**src/rtl/riscv_fetch_queue.sv**
```systemverilog
// RV32I fetch front end: owns the PC, issues sequential word fetches and buffers {pc, instr} in a prefetch FIFO.
// Optional macro FETCH_ALIGN_CHECK_EN: flag and halt on misaligned redirect targets instead of forcing alignment.
module riscv_fetch_queue #(
   parameter int unsigned     XLEN     = 32,
   parameter int unsigned     DEPTH    = 4,
   parameter logic [XLEN-1:0] RESET_PC = '0
) (
   input  logic            clk,
   input  logic            rst,
   output logic            instr_read,
   output logic [XLEN-1:0] instr_addr,
   input  logic [XLEN-1:0] instr_out,
   input  logic            redirect_valid,
   input  logic [XLEN-1:0] redirect_pc,
   output logic            fetch_valid,
   input  logic            fetch_ready,
   output logic [XLEN-1:0] fetch_pc,
   output logic [XLEN-1:0] fetch_instr,
   output logic            fetch_misalign
);

   localparam int unsigned PTR_W = $clog2(DEPTH);
   localparam int unsigned CNT_W = $clog2(DEPTH + 1);
   localparam int unsigned OCC_W = CNT_W + 1;

   logic [XLEN-1:0]  pc_q, pc_d;
   logic [XLEN-1:0]  issue_pc_q;
   logic             inflight_q;
   logic [CNT_W-1:0] count_q, count_d;
   logic [PTR_W-1:0] rd_ptr_q, rd_ptr_d;
   logic [PTR_W-1:0] wr_ptr_q, wr_ptr_d;
   logic             misalign_q, misalign_d;
   logic [XLEN-1:0]  head_pc_q, head_pc_d;
   logic [XLEN-1:0]  head_instr_q, head_instr_d;
   logic [XLEN-1:0]  mem_pc    [DEPTH];
   logic [XLEN-1:0]  mem_instr [DEPTH];

   logic [XLEN-1:0]  target;
   logic             bad_target;
   logic [OCC_W-1:0] occupancy;
   logic             issue;
   logic             push;
   logic             pop;

`ifdef FETCH_ALIGN_CHECK_EN
   assign target     = redirect_pc;
   assign bad_target = (redirect_pc[1:0] != 2'b00);
`else
   assign target     = redirect_pc & ~XLEN'(3);
   assign bad_target = 1'b0;
`endif

   assign instr_read     = issue;
   assign instr_addr     = pc_q;
   assign fetch_valid    = (count_q != '0);
   assign fetch_pc       = head_pc_q;
   assign fetch_instr    = head_instr_q;
   assign fetch_misalign = misalign_q;

   // Credit counts the in-flight fetch so a response always finds a free slot.
   // A redirect kills the response arriving in its own cycle and issues nothing itself.
   always_comb begin
      occupancy    = OCC_W'(count_q) + OCC_W'(inflight_q);
      issue        = rst && !redirect_valid && !misalign_q && (occupancy < OCC_W'(DEPTH));
      push         = inflight_q && !redirect_valid;
      pop          = fetch_valid && fetch_ready && !redirect_valid;
      pc_d         = pc_q;
      count_d      = count_q;
      rd_ptr_d     = rd_ptr_q;
      wr_ptr_d     = wr_ptr_q;
      misalign_d   = misalign_q;
      head_pc_d    = head_pc_q;
      head_instr_d = head_instr_q;

      if (redirect_valid) begin
         pc_d       = target;
         count_d    = '0;
         rd_ptr_d   = '0;
         wr_ptr_d   = '0;
         misalign_d = bad_target;
      end else begin
         if (issue) begin
            pc_d = pc_q + XLEN'(4);
         end
         count_d  = count_q + CNT_W'(push) - CNT_W'(pop);
         rd_ptr_d = rd_ptr_q + PTR_W'(pop);
         wr_ptr_d = wr_ptr_q + PTR_W'(push);
      end

      // Head registers: bypass the response when it becomes the sole entry, hold when empty.
      if (count_d != '0) begin
         if (push && (count_d == CNT_W'(1))) begin
            head_pc_d    = issue_pc_q;
            head_instr_d = instr_out;
         end else begin
            head_pc_d    = mem_pc[rd_ptr_d];
            head_instr_d = mem_instr[rd_ptr_d];
         end
      end
   end

   always_ff @(posedge clk or negedge rst) begin
      if (!rst) begin
         pc_q         <= RESET_PC;
         issue_pc_q   <= '0;
         inflight_q   <= 1'b0;
         count_q      <= '0;
         rd_ptr_q     <= '0;
         wr_ptr_q     <= '0;
         misalign_q   <= 1'b0;
         head_pc_q    <= '0;
         head_instr_q <= '0;
      end else begin
         pc_q         <= pc_d;
         inflight_q   <= issue;
         count_q      <= count_d;
         rd_ptr_q     <= rd_ptr_d;
         wr_ptr_q     <= wr_ptr_d;
         misalign_q   <= misalign_d;
         head_pc_q    <= head_pc_d;
         head_instr_q <= head_instr_d;
         if (issue) begin
            issue_pc_q <= pc_q;
         end
      end
   end

   // FIFO storage needs no reset; count gates every read.
   always_ff @(posedge clk) begin
      if (push) begin
         mem_pc[wr_ptr_q]    <= issue_pc_q;
         mem_instr[wr_ptr_q] <= instr_out;
      end
   end

endmodule
```
**config.mk**
```make
export PLATFORM = sky130hd
export DESIGN_NAME = riscv_fetch_queue
export DESIGN_NICKNAME = d
export VERILOG_FILES = /design/src/rtl/riscv_fetch_queue.sv
export SDC_FILE = /design/constraint.sdc
export NUM_CORES = 1
export LEC_CHECK = 0
export BUFFER_PORTS_ARGS = -buffer_cell sky130_fd_sc_hd__buf_4
export CELL_PAD_IN_SITES_DETAIL_PLACEMENT = 0
export CELL_PAD_IN_SITES_GLOBAL_PLACEMENT = 2
export CORE_MARGIN = 5
export CORE_UTILIZATION = 33
export DETAILED_ROUTE_END_ITERATION = 6
export PLACE_DENSITY_LB_ADDON = 0.1
export SYNTH_ARGS = -nofsm -noshare
export SYNTH_HDL_FRONTEND = slang
export SYNTH_SLANG_ARGS = --single-unit
```
**constraint.sdc**
```tcl
create_clock -name clk -period 8.8 [get_ports clk]
set_input_delay 0.88 -clock clk [delete_from_list [all_inputs] [get_ports clk]]
set_output_delay 0.88 -clock clk [all_outputs]
set_load 0.03 [all_outputs]
```
# Word level (Yosys, flattened, before mapping)
# Memory sizes are Yosys's and may differ from the RTL's.
# Index checks and enable logic that the tools add are counted.
totals:
  reg_bits: 136
  ramBits: 256
  input_bits: 68
  output_inout_bits: 99
  elab_cells: 37
  mem_count: 2
memory_table:
  columns: ["memory", "depth", "word_bits", "read_ports", "rd_ports_with_merged_regs", "wr", "line_no", "source"]
  rows:
  - ["mem_instr", 4, 32, 1, 0, 1, "36", "logic [XLEN-1:0] mem_instr [DEPTH];"]
  - ["mem_pc", 4, 32, 1, 0, 1, "35", "logic [XLEN-1:0] mem_pc [DEPTH];"]
classes:
  n_addsub: 6
  order_cmp: 1
  eq_ne: 1
  n_mux: 9
  reduce_logical: 10
ops:
  columns: ["cell", "count"]
  rows:
  - ["$mux W32", 4]
  - ["$add A32 B3 Y32 const B", 1]
  - ["$logic_and A1 B1 Y1", 6]
  - ["$reduce_bool A3 Y1", 2]
  - ["$add A2 B1 Y2", 2]
  - ["$add A3 B1 Y4", 1]
  - ["$lt A4 B3 Y1 const B", 1]
  - ["$mux W2", 2]
  - ["$add A3 B1 Y3", 1]
  - ["$eq A3 B1 Y1 const B", 1]
  - ["$mux W3", 1]
  - ["$sub A3 B1 Y3", 1]
  - ["$mux W1", 2]
  - ["$reduce_bool A2 Y1", 1]
  - ["$logic_not A1 Y1", 1]

# Depth between registers and ports, before layout
# Gate-level depths: netlist of run 1.
depth:
  ltp_word: 8
  ltp_mapped: 13
  depth_no_buf: 11

# Worst setup path before layout of run 1
# No wires, ideal clock.
synth_path:
  kind: "input-to-reg"
  from: "input redirect_valid"
  to: "memory mem_instr[0][0], enable pin"
  setup_ps: 571
  arrival_ps: 5742
  required_ps: 8229
  slack_ps: 2487
  cell_stages: 3
  path_buffers: 1
  cell_sequence: "nor2b_1 clkbuf_1 nor3b_1"
synth_between:
  elab_chain_len: 4
synth_lines:
  columns: ["element", "line_no", "source"]
  rows:
  - ["start, declared", "13", "input logic redirect_valid,"]
  - ["$logic_not A1 Y1", "65", "push = inflight_q && !redirect_valid;"]
  - ["$logic_and A1 B1 Y1", "65", null]
  - ["$mux W1", "130", "if (push) begin"]
  - ["$mux W1 (implied by the code)", "132", "mem_instr[wr_ptr_q] <= instr_out;"]
  - ["end, declared", "36", null]
# No other way between the ends.

# Final worst setup path of run 1
layout_path:
  from: "register count_q[1]"
  to: "register head_pc_q[27], in the netlist fetch_pc[27]"
layout_between:
  elab_chain_len: 8
  elab_cells_between_ends: 13
  cone_classes: "add/sub (3); eq/ne (1); mux (3); reduce/logical (5); memory (1)"
layout_lines:
  columns: ["element", "line_no", "source"]
  rows:
  - ["start, declared", "29", "logic [CNT_W-1:0] count_q, count_d;"]
  - ["start signal, assigned", "116", "count_q <= count_d;"]
  - ["parallel branches: the longest is 8 deep, another holds $add A3 B1 Y3", null, null]
  - ["end signal, assigned", "120", "head_pc_q <= head_pc_d;"]
  - ["end, declared", "33", "logic [XLEN-1:0] head_pc_q, head_pc_d;"]
# Parallel ways; which one is timed is not known.
# A chain may end at the register's enable or synchronous reset.

==> results.json, run 1 <==
{
  "antenna_cells": 0,
  "fill_cells": 4614,
  "relSlewSlack": 0.236,
  "drtIter0Drc": 655,
  "mostFrequentLayoutCells": "edfxtp_1 (248), buf_4 (177), dfrtp_1 (130), nand2_1 (93), o21ai_0 (83)",
  "synth-async-reset-ratio": 0.344,
  "wl_per_cell_um": 21.9,
  "antenna_found_initial": 1,
  "synth_cell_types": 50,
  "antenna_left": 0,
  "worst_pin_slew_ps": 1150,
  "dr_total_vias": 10500,
  "cts_max_level": 2,
  "post_cts_buffers": 0,
  "power_mw": 5.92,
  "grt_pass1_vias": 10600,
  "start_util": 0.333,
  "multi_input_area_um2": 4840,
  "grt_max_degree": 114,
  "crit_chain": "o31ai_1 -> xor2_1 -> nor2_1 -> ha_1 -> inv_1 -> fa_1 -> xnor2_1 -> nand2_1 -> o21ai_4 -> buf_4 -> a21oi_1 -> a31oi_1",
  "hold_viol": 0,
  "grt_pass1_wl_um": 67900,
  "cts.sinks": 378,
  "grtUsageTotal": 0.167,
  "critPathCaptureType": "register",
  "vias_per_cell": 5.14,
  "post-route-util": 0.401,
  "r2r_cells": 12,
  "cts_tree": "done",
  "mostFrequentLayoutCell": "edfxtp_1",
  "synth_area_um2": 15900,
  "die_w_um": 229,
  "outcome": "finished, final reports clean",
  "synth.top_cell.area_share": 0.470,
  "grt_remaining_overflow": 0,
  "p_leak_nw": 7.25,
  "p_per_area_nw_per_um2": 310,
  "hpwl_um": 24700,
  "dieHeight_um": 229,
  "cp.arrival_ps": 4580,
  "slowest_delay_ps": 760,
  "area_growth_pct": 20.4,
  "ir_drop_uv": 129,
  "numCtsBuffers": 43,
  "synth_edf_count": 248,
  "clock_skew_ps": 19.8,
  "min_period_ps": 4110,
  "post-route-drc-count": 0,
  "netlist_instances": 1270,
  "synth_top_area_cell": "edfxtp_1",
  "synthTopCellsByArea": "edfxtp_1 (47%), dfrtp_1 (21%), a21boi_0 (2.9%)",
  "critPathLaunchType": "register",
  "first_pass_iters": 4,
  "nNetsFinal": 1469,
  "avgSynthCellArea_um2": 12.5,
  "yosys_warnings": 0,
  "path_max_fanout": 39,
  "cts_buffer_depth": 3,
  "pin_count": 167,
  "seq_area_frac_synth": 0.675,
  "finalCritPeriodShare": 0.467,
  "final-seq-area_um2": 10700,
  "cts-root-buf": "clkbuf_16",
  "drive_above_1_share": 0.207,
  "finalSetupViolCount": 0,
  "drv_cap": 0,
  "synth_ff_type": "edfxtp_1",
  "placementRows": 80,
  "dieArea_um2": 52500,
  "worst_path_max_delay_cell": "o21ai_4",
  "min_path_type": "in2async",
  "report.final.slew_viol_count": 0,
  "clock_latency_ps": 570,
  "ctsHoldBuffers": 0,
  "coreArea_um2": 47600,
  "cts.repair.resized": 0,
  "cp.required_ps": 9270,
  "clkTransAtPathRegs_ps": 60,
  "finalWeightedCongestion": 0.724,
  "setup_tns_ps": 0,
  "clock.fmax_ghz": 0.243,
  "path_class": "reg2reg",
  "rsz0062_at_grt": "no",
  "finalWirelength_um": 44900,
  "io_buffer_count": 159,
  "ys_ff_latch": 378
}
==> critical path: cells and delay by family (launching register included) <==
family          cells  cell delay (ps)
flops               1              460
buf+inv             2              680
fa+ha+maj           2              530
xor+xnor            2              430
compound gates      4             1570
simple gates        2              290
==> where the power goes <==
group	internal, mW	switching [mW]	leakage, nW	total (mW)
combinational	0.575	1.08	2.81	1.66
sequential	2.22	0.244	3.74	2.46
clock	1.07	0.730	0.697	1.80
total	3.86	2.06	7.25	5.92
==> final cells by class <==
type                            count  area share
Timing Repair Buffer              178      0.0702
Tap cell                          615      0.0403
Clock inverter                     18     0.00990
Inverter                            3    0.000852
Multi-Input combinational cell    792       0.253
Sequential cell                   378       0.561
Clock buffer                       61      0.0647
==> synth_stat cells (all sizes together) (4+ instances only) <==
cell      n
edfxtp  248
o21ai    84
nand3    78
a21boi   62
mux2     36
nor4      7
nor4b     5
nor2     78
nand2    93
buf      16
nor3      6
nand4    10
a21oi    63
ha        4
or3       5
a31oi    68
xnor2    12
dfrtp   130
clkbuf   85
and3     72
xor2     16
a21o     62
==> layer usage <==
layer / vias to the layer above / wire (um) / global-route usage
met5: - / 13 / 0
met4: 2 / 843 / 0.0455
met3: 52 / 2190 / 0.0347
met2: 220 / 22000 / 0.280
met1: 5261 / 19900 / 0.222
li1: 4976 / - / -
==> sequential cells by signal, indices dropped and copies added, names as in the netlist <==
signal	flops
count_q	3
fetch_instr	32
fetch_pc	30
inflight_q	1
instr_addr	30
issue_pc_q	30
mem_instr	128
mem_pc	120
rd_ptr_q	2
wr_ptr_q	2
==> through the flow <==
stage          hold WS [ps]  instances  cell area, um2  worst slack [ps]
3_5_place_dp            545       1966           17700              4480
3_3_place_gp            532       1966           17700              4540
4_1_cts                 285       2045           19100              4600
2_1_floorplan           493       1274           15900              2490
6_report                290       2045           19100              4690
5_1_grt                 303       2045           19100              4310
==> logic make-up (layout without fill, tap and decap cells) <==
logic type,count (synthesis),in the layout,synth area share
xor gates and xnor gates,28,28,0.0155
DFF,378,378,0.675
buffers and inverters,104,260,0.0277
adders and majority gates,5,5,0.00442
AOI/OAI and AO/OA,349,349,0.137
muxes,37,37,0.0262
and+or+nand+nor,368,368,0.114
other,1,5,0.000236
==> path summary, 6_finish.rpt <==
path                                               start                         end  slack [ps]
worst max register to register      count_q[1]$_DFF_PN0_    fetch_pc[27]$_DFFE_PN0P_        4690
worst min register to register  fetch_pc[25]$_DFFE_PN0P_    fetch_pc[25]$_DFFE_PN0P_         550
worst min-delay path                                 rst   instr_addr[8]$_DFFE_PN0N_         290
min in group clk                         redirect_pc[20]  instr_addr[20]$_DFFE_PN0N_         520
max in group asynchronous                            rst  fetch_instr[1]$_DFFE_PN0P_        6710
worst max-delay path                count_q[1]$_DFF_PN0_    fetch_pc[27]$_DFFE_PN0P_        4690
Power figures use the tool's default switching activity.
==> inputs of run 2 (changes only) <==
- clock period: 8.8 -> 4 ns (I/O delays scaled with it)
==> results.json, run 2 (same netlist as run 1, synthesis figures left out) <==
{
  "largest_reg_flops": 128,
  "outcome": "finished, final reports clean",
  "path_max_fanout": 33,
  "worst_pin_slew_ps": 904,
  "final_cells": 2058,
  "area_growth_pct": 20.9,
  "first_pass_iters": 5,
  "cts.sinks": 378,
  "dp_slack_ps": 648,
  "cp.required_ps": 4460,
  "critPathCaptureType": "register",
  "clock_latency_ps": 560,
  "hold-worst-slack_ps": 37.7,
  "cts_max_level": 2,
  "clock.fmax_ghz": 0.299,
  "drtIter0Drc": 602,
  "antenna_left": 0,
  "coreArea_um2": 47600,
  "rrSetupSlack_ps": 660,
  "mostFrequentLayoutCells": "edfxtp_1 (248), buf_4 (179), dfrtp_1 (130), nand2_1 (93), o21ai_0 (83)",
  "path_class": "reg2reg",
  "cts.repair.resized": 0,
  "grtUsageTotal": 0.169,
  "top_register": "mem_instr",
  "nNetsFinal": 1480,
  "grt_remaining_overflow": 0,
  "p_leak_nw": 7.28,
  "numCtsBuffers": 45,
  "dieHeight_um": 229,
  "dp.cells": 1975,
  "mostFrequentLayoutCell": "edfxtp_1",
  "clkTransAtPathRegs_ps": 60,
  "vias_per_cell": 5.15,
  "post-route-drc-count": 0,
  "drv_cap": 0,
  "min_path_type": "in2async",
  "cts_buffer_depth": 3,
  "io_buffer_count": 159,
  "post_cts_buffers": 0,
  "grt_max_degree": 139,
  "grt_pass1_vias": 10900,
  "post_dp_cell_area_um2": 17800,
  "finalSetupViolCount": 0,
  "relSlewSlack": 0.388,
  "cts_tree": "done",
  "layout_setup_ws_ps": 655,
  "r2r_cells": 11,
  "antenna_cells": 0,
  "power_mw": 12.9,
  "min_period_ps": 3340,
  "final_area_um2": 19200,
  "hpwl_um": 24400,
  "ctsHoldBuffers": 0,
  "start_util": 0.333,
  "dr_total_vias": 10600,
  "grt_pass1_wl_um": 69100,
  "clock_skew_ps": 17.2,
  "cts-root-buf": "clkbuf_16",
  "setup_tns_ps": 0,
  "cp.arrival_ps": 3810,
  "finalCritPeriodShare": 0.836,
  "report.final.slew_viol_count": 0,
  "finalWeightedCongestion": 0.697,
  "p_per_area_nw_per_um2": 676,
  "ir_drop_uv": 462,
  "die_w_um": 229,
  "hold_viol": 0,
  "drive_above_1_share": 0.206,
  "critPathLaunchType": "register",
  "placementRows": 80,
  "pin_count": 167,
  "antenna_found_initial": 0,
  "finalWirelength_um": 45200,
  "dieArea_um2": 52500,
  "post-route-util": 0.402,
  "wl_per_cell_um": 22.0,
  "rsz0062_at_grt": "no"
}
==> run 2: changes by cell type in the layout (fill, tap and decap cells not counted), moves of 2 or more <==
cell       delta
buf_12        +7
buf_4         +2
bufinv_16     -3
clkbuf_1      +8
clkbuf_16     +3
clkbuf_8      -5
clkinv_1      +4
clkinv_4      -2
==> run 2: cell type report <==
class	count	area, um2
fillers	4564	28500
clock inverters	16	77.6
multi-input cells	792	4840
well taps	615	769
flip-flops and latches	378	10700
clock buffers	67	1270
repair buffers	187	1500
inverters	3	16.3
==> run 2: worst paths after layout <==
check | start | endpoint
hold / removal | rst | fetch_instr[27]$_DFFE_PN0P_
min in group clk | redirect_pc[13] | instr_addr[13]$_DFFE_PN0N_
setup / recovery | count_q[1]$_DFF_PN0_ | fetch_pc[3]$_DFFE_PN0P_
setup reg to reg | count_q[1]$_DFF_PN0_ | fetch_pc[3]$_DFFE_PN0P_
max in group asynchronous | rst | fetch_instr[5]$_DFFE_PN0P_
hold reg to reg | fetch_instr[14]$_DFFE_PN0P_ | fetch_instr[14]$_DFFE_PN0P_
==> run 2: worst max-delay path, cell delays in order, from the launching register on <==
cell and delay (ps):
dfrtp_1 460, o31ai_1 510, xor2_1 130, nor2_1 110
ha_1 140, inv_1 50, fa_1 370, xnor2_1 310
and4_2 330, buf_4 470, a21oi_1 140, a31oi_1 210
==> run 2: layer usage <==
metal  global-route usage  wire length (um)
met5                    0                 0
met2                0.271             20900
met3               0.0336              2140
met4               0.0445               882
met1                0.237             21300
==> run 2: power breakdown <==
| part | internal (mW) | total [mW] | switching [mW] |
|---|---|---|---|
| clock network | 2.19 | 3.77 | 1.57 |
| logic | 1.33 | 3.76 | 2.43 |
| registers | 4.88 | 5.42 | 0.541 |
==> inputs of run 3 (changes only) <==
- clock period: 4 -> 3.4 ns (I/O delays scaled with it)
==> results.json, run 3 (same netlist as run 1, synthesis figures left out) <==
{
  "outcome": "finished, final reports clean",
  "largest_reg_flops": 128,
  "grtUsageTotal": 0.175,
  "worst_pin_slew_ps": 910,
  "cp.required_ps": 3060,
  "hold-path-endpoint": "instr_addr[14]$_DFFE_PN0N_",
  "pin_count": 167,
  "dr_total_vias": 11000,
  "placementRows": 80,
  "power_mw": 15.8,
  "combPwrFrac": 0.300,
  "p_leak_nw": 7.65,
  "io_buffer_count": 159,
  "relSlewSlack": 0.393,
  "cts-root-buf": "clkbuf_16",
  "critPathLaunchType": "register",
  "clock_skew_ps": 20.4,
  "pwr-share-seq": 0.403,
  "grt_pass1_wl_um": 71100,
  "cts_tree": "done",
  "grt_remaining_overflow": 0,
  "min_path_type": "in2reg",
  "path_class": "reg2out",
  "drive_above_1_share": 0.209,
  "hold-worst-slack_ps": 38.1,
  "grt_pass1_vias": 11000,
  "coreArea_um2": 47600,
  "finalWirelength_um": 47100,
  "r2r_end": "fetch_pc[30]$_DFFE_PN0P_",
  "vias_per_cell": 5.16,
  "fill_cells": 4547,
  "post-route-util": 0.420,
  "drtIter0Drc": 606,
  "start_util": 0.333,
  "switching_share": 0.353,
  "rsz0062_at_grt": "no",
  "antenna_left": 0,
  "cts.sinks": 378,
  "cts_buffer_depth": 3,
  "mostFrequentLayoutCells": "edfxtp_1 (248), buf_4 (185), dfrtp_1 (130), nand2_1 (93), o21ai_0 (83)",
  "critPathCaptureType": "output pin",
  "clock.fmax_ghz": 0.313,
  "ir_drop_uv": 342,
  "report.final.slew_viol_count": 0,
  "path_max_fanout": 16,
  "finalWeightedCongestion": 0.716,
  "netSwitchingPower_mw": 5.56,
  "clkTransAtPathRegs_ps": 60,
  "dp.cells": 1984,
  "wl_per_cell_um": 22.1,
  "die_w_um": 229,
  "dieHeight_um": 229,
  "finalSetupViolCount": 0,
  "drv_cap": 0,
  "clock_latency_ps": 580,
  "antenna_found_initial": 2,
  "rrSetupSlack_ps": 270,
  "final_cells": 2130,
  "whs_path_depth": 3,
  "area_growth_pct": 26.1,
  "nNetsFinal": 1550,
  "antenna_cells": 0,
  "min_period_ps": 3200,
  "mostFrequentLayoutCell": "edfxtp_1",
  "post-route-drc-count": 0,
  "cp.arrival_ps": 2860,
  "power.internal_mw": 10.2,
  "grt_max_degree": 121,
  "timing.rr.start": "count_q[0]$_DFF_PN0_",
  "dp_slack_ps": -114,
  "hpwl_um": 25600,
  "first_pass_iters": 5,
  "numCtsBuffers": 46,
  "min-delay-start": "redirect_pc[14]",
  "dieArea_um2": 52500,
  "layout_setup_ws_ps": 201,
  "top_register": "mem_instr",
  "p_per_area_nw_per_um2": 788,
  "r2r_cells": 11,
  "hold_viol": 0,
  "cts_max_level": 2,
  "p_clk_frac": 0.297,
  "finalCritPeriodShare": 0.941
}
==> run 3: repair_timing <==
| action | 4_1_cts | 5_1_grt |
|---|---|---|
| endpoints found under the hold margin | 168 | 0 |
| setup buffers | 0 | 2 |
| gates resized for setup | 0 | 4 |
| endpoints found under the setup margin | 31 | 62 |
| hold buffers | 56 | 0 |
| cloned | 1 | 1 |
| pin swaps | 0 | 1 |
==> run 3: critical path: stages (launching register included) <==
cell and delay [ps]:
dfrtp_1 380, buf_4 160, ha_1 240, o211a_1 260, o22ai_2 260, nand2_1 230, nor2_4 360, buf_12 210
buf_4 170
==> run 3: per-stage QoR <==
stage	setup TNS, ps	area, um2
global placement	-3720	17900
detailed placement	-2140	17900
CTS	0	19900
floorplan	-14830	15900
global route	0	20000
finish	0	20000
==> run 3: area by class of cell <==
cell class                 instances  area, um2  area share
multi-input combinational        794       4880       0.244
sequential                       378      10700       0.535
clock buffer                      61       1260      0.0629
tap                              615        769      0.0385
inverter                           3       16.3    0.000813
timing repair buffer             254       2190       0.110
clock inverter                    25        190     0.00951
==> run 3: worst max-delay path by stage <==
stage | from | end | slack, ps | cells after the start
floorplan | inflight_q$_DFF_PN0_ | mem_instr[0][0]$_DFFE_PP_ | -240 | 3
global placement | count_q[0]$_DFF_PN0_ | fetch_pc[4]$_DFFE_PN0P_ | -130 | 12
detailed placement | count_q[0]$_DFF_PN0_ | fetch_instr[14]$_DFFE_PN0P_ | -110 | 12
CTS | count_q[0]$_DFF_PN0_ | fetch_pc[3]$_DFFE_PN0P_ | 6 | 11
global route | count_q[1]$_DFF_PN0_ | fetch_pc[3]$_DFFE_PN0P_ | 20 | 11
finish | count_q[1]$_DFF_PN0_ | instr_read | 200 | 8
==> run 3: power by group through the flow <==
stage / registers, mW / logic, mW / clock network [mW]
3_5_place_dp: 6.46 / 4.62 / 0
6_report: 6.35 / 4.73 / 4.68
5_1_grt: 6.46 / 5.15 / 5.04
4_1_cts: 6.38 / 4.71 / 4.84
3_3_place_gp: 6.44 / 4.62 / 0
2_1_floorplan: 7.02 / 1.94 / 0
==> run 3: metal layers <==
metal,up-vias,routed length [um],global-route usage
li1,5158,-,-
met1,5561,21900,0.245
met2,213,22400,0.281
met3,54,2280,0.0407
met4,2,653,0.0359
met5,-,8,0
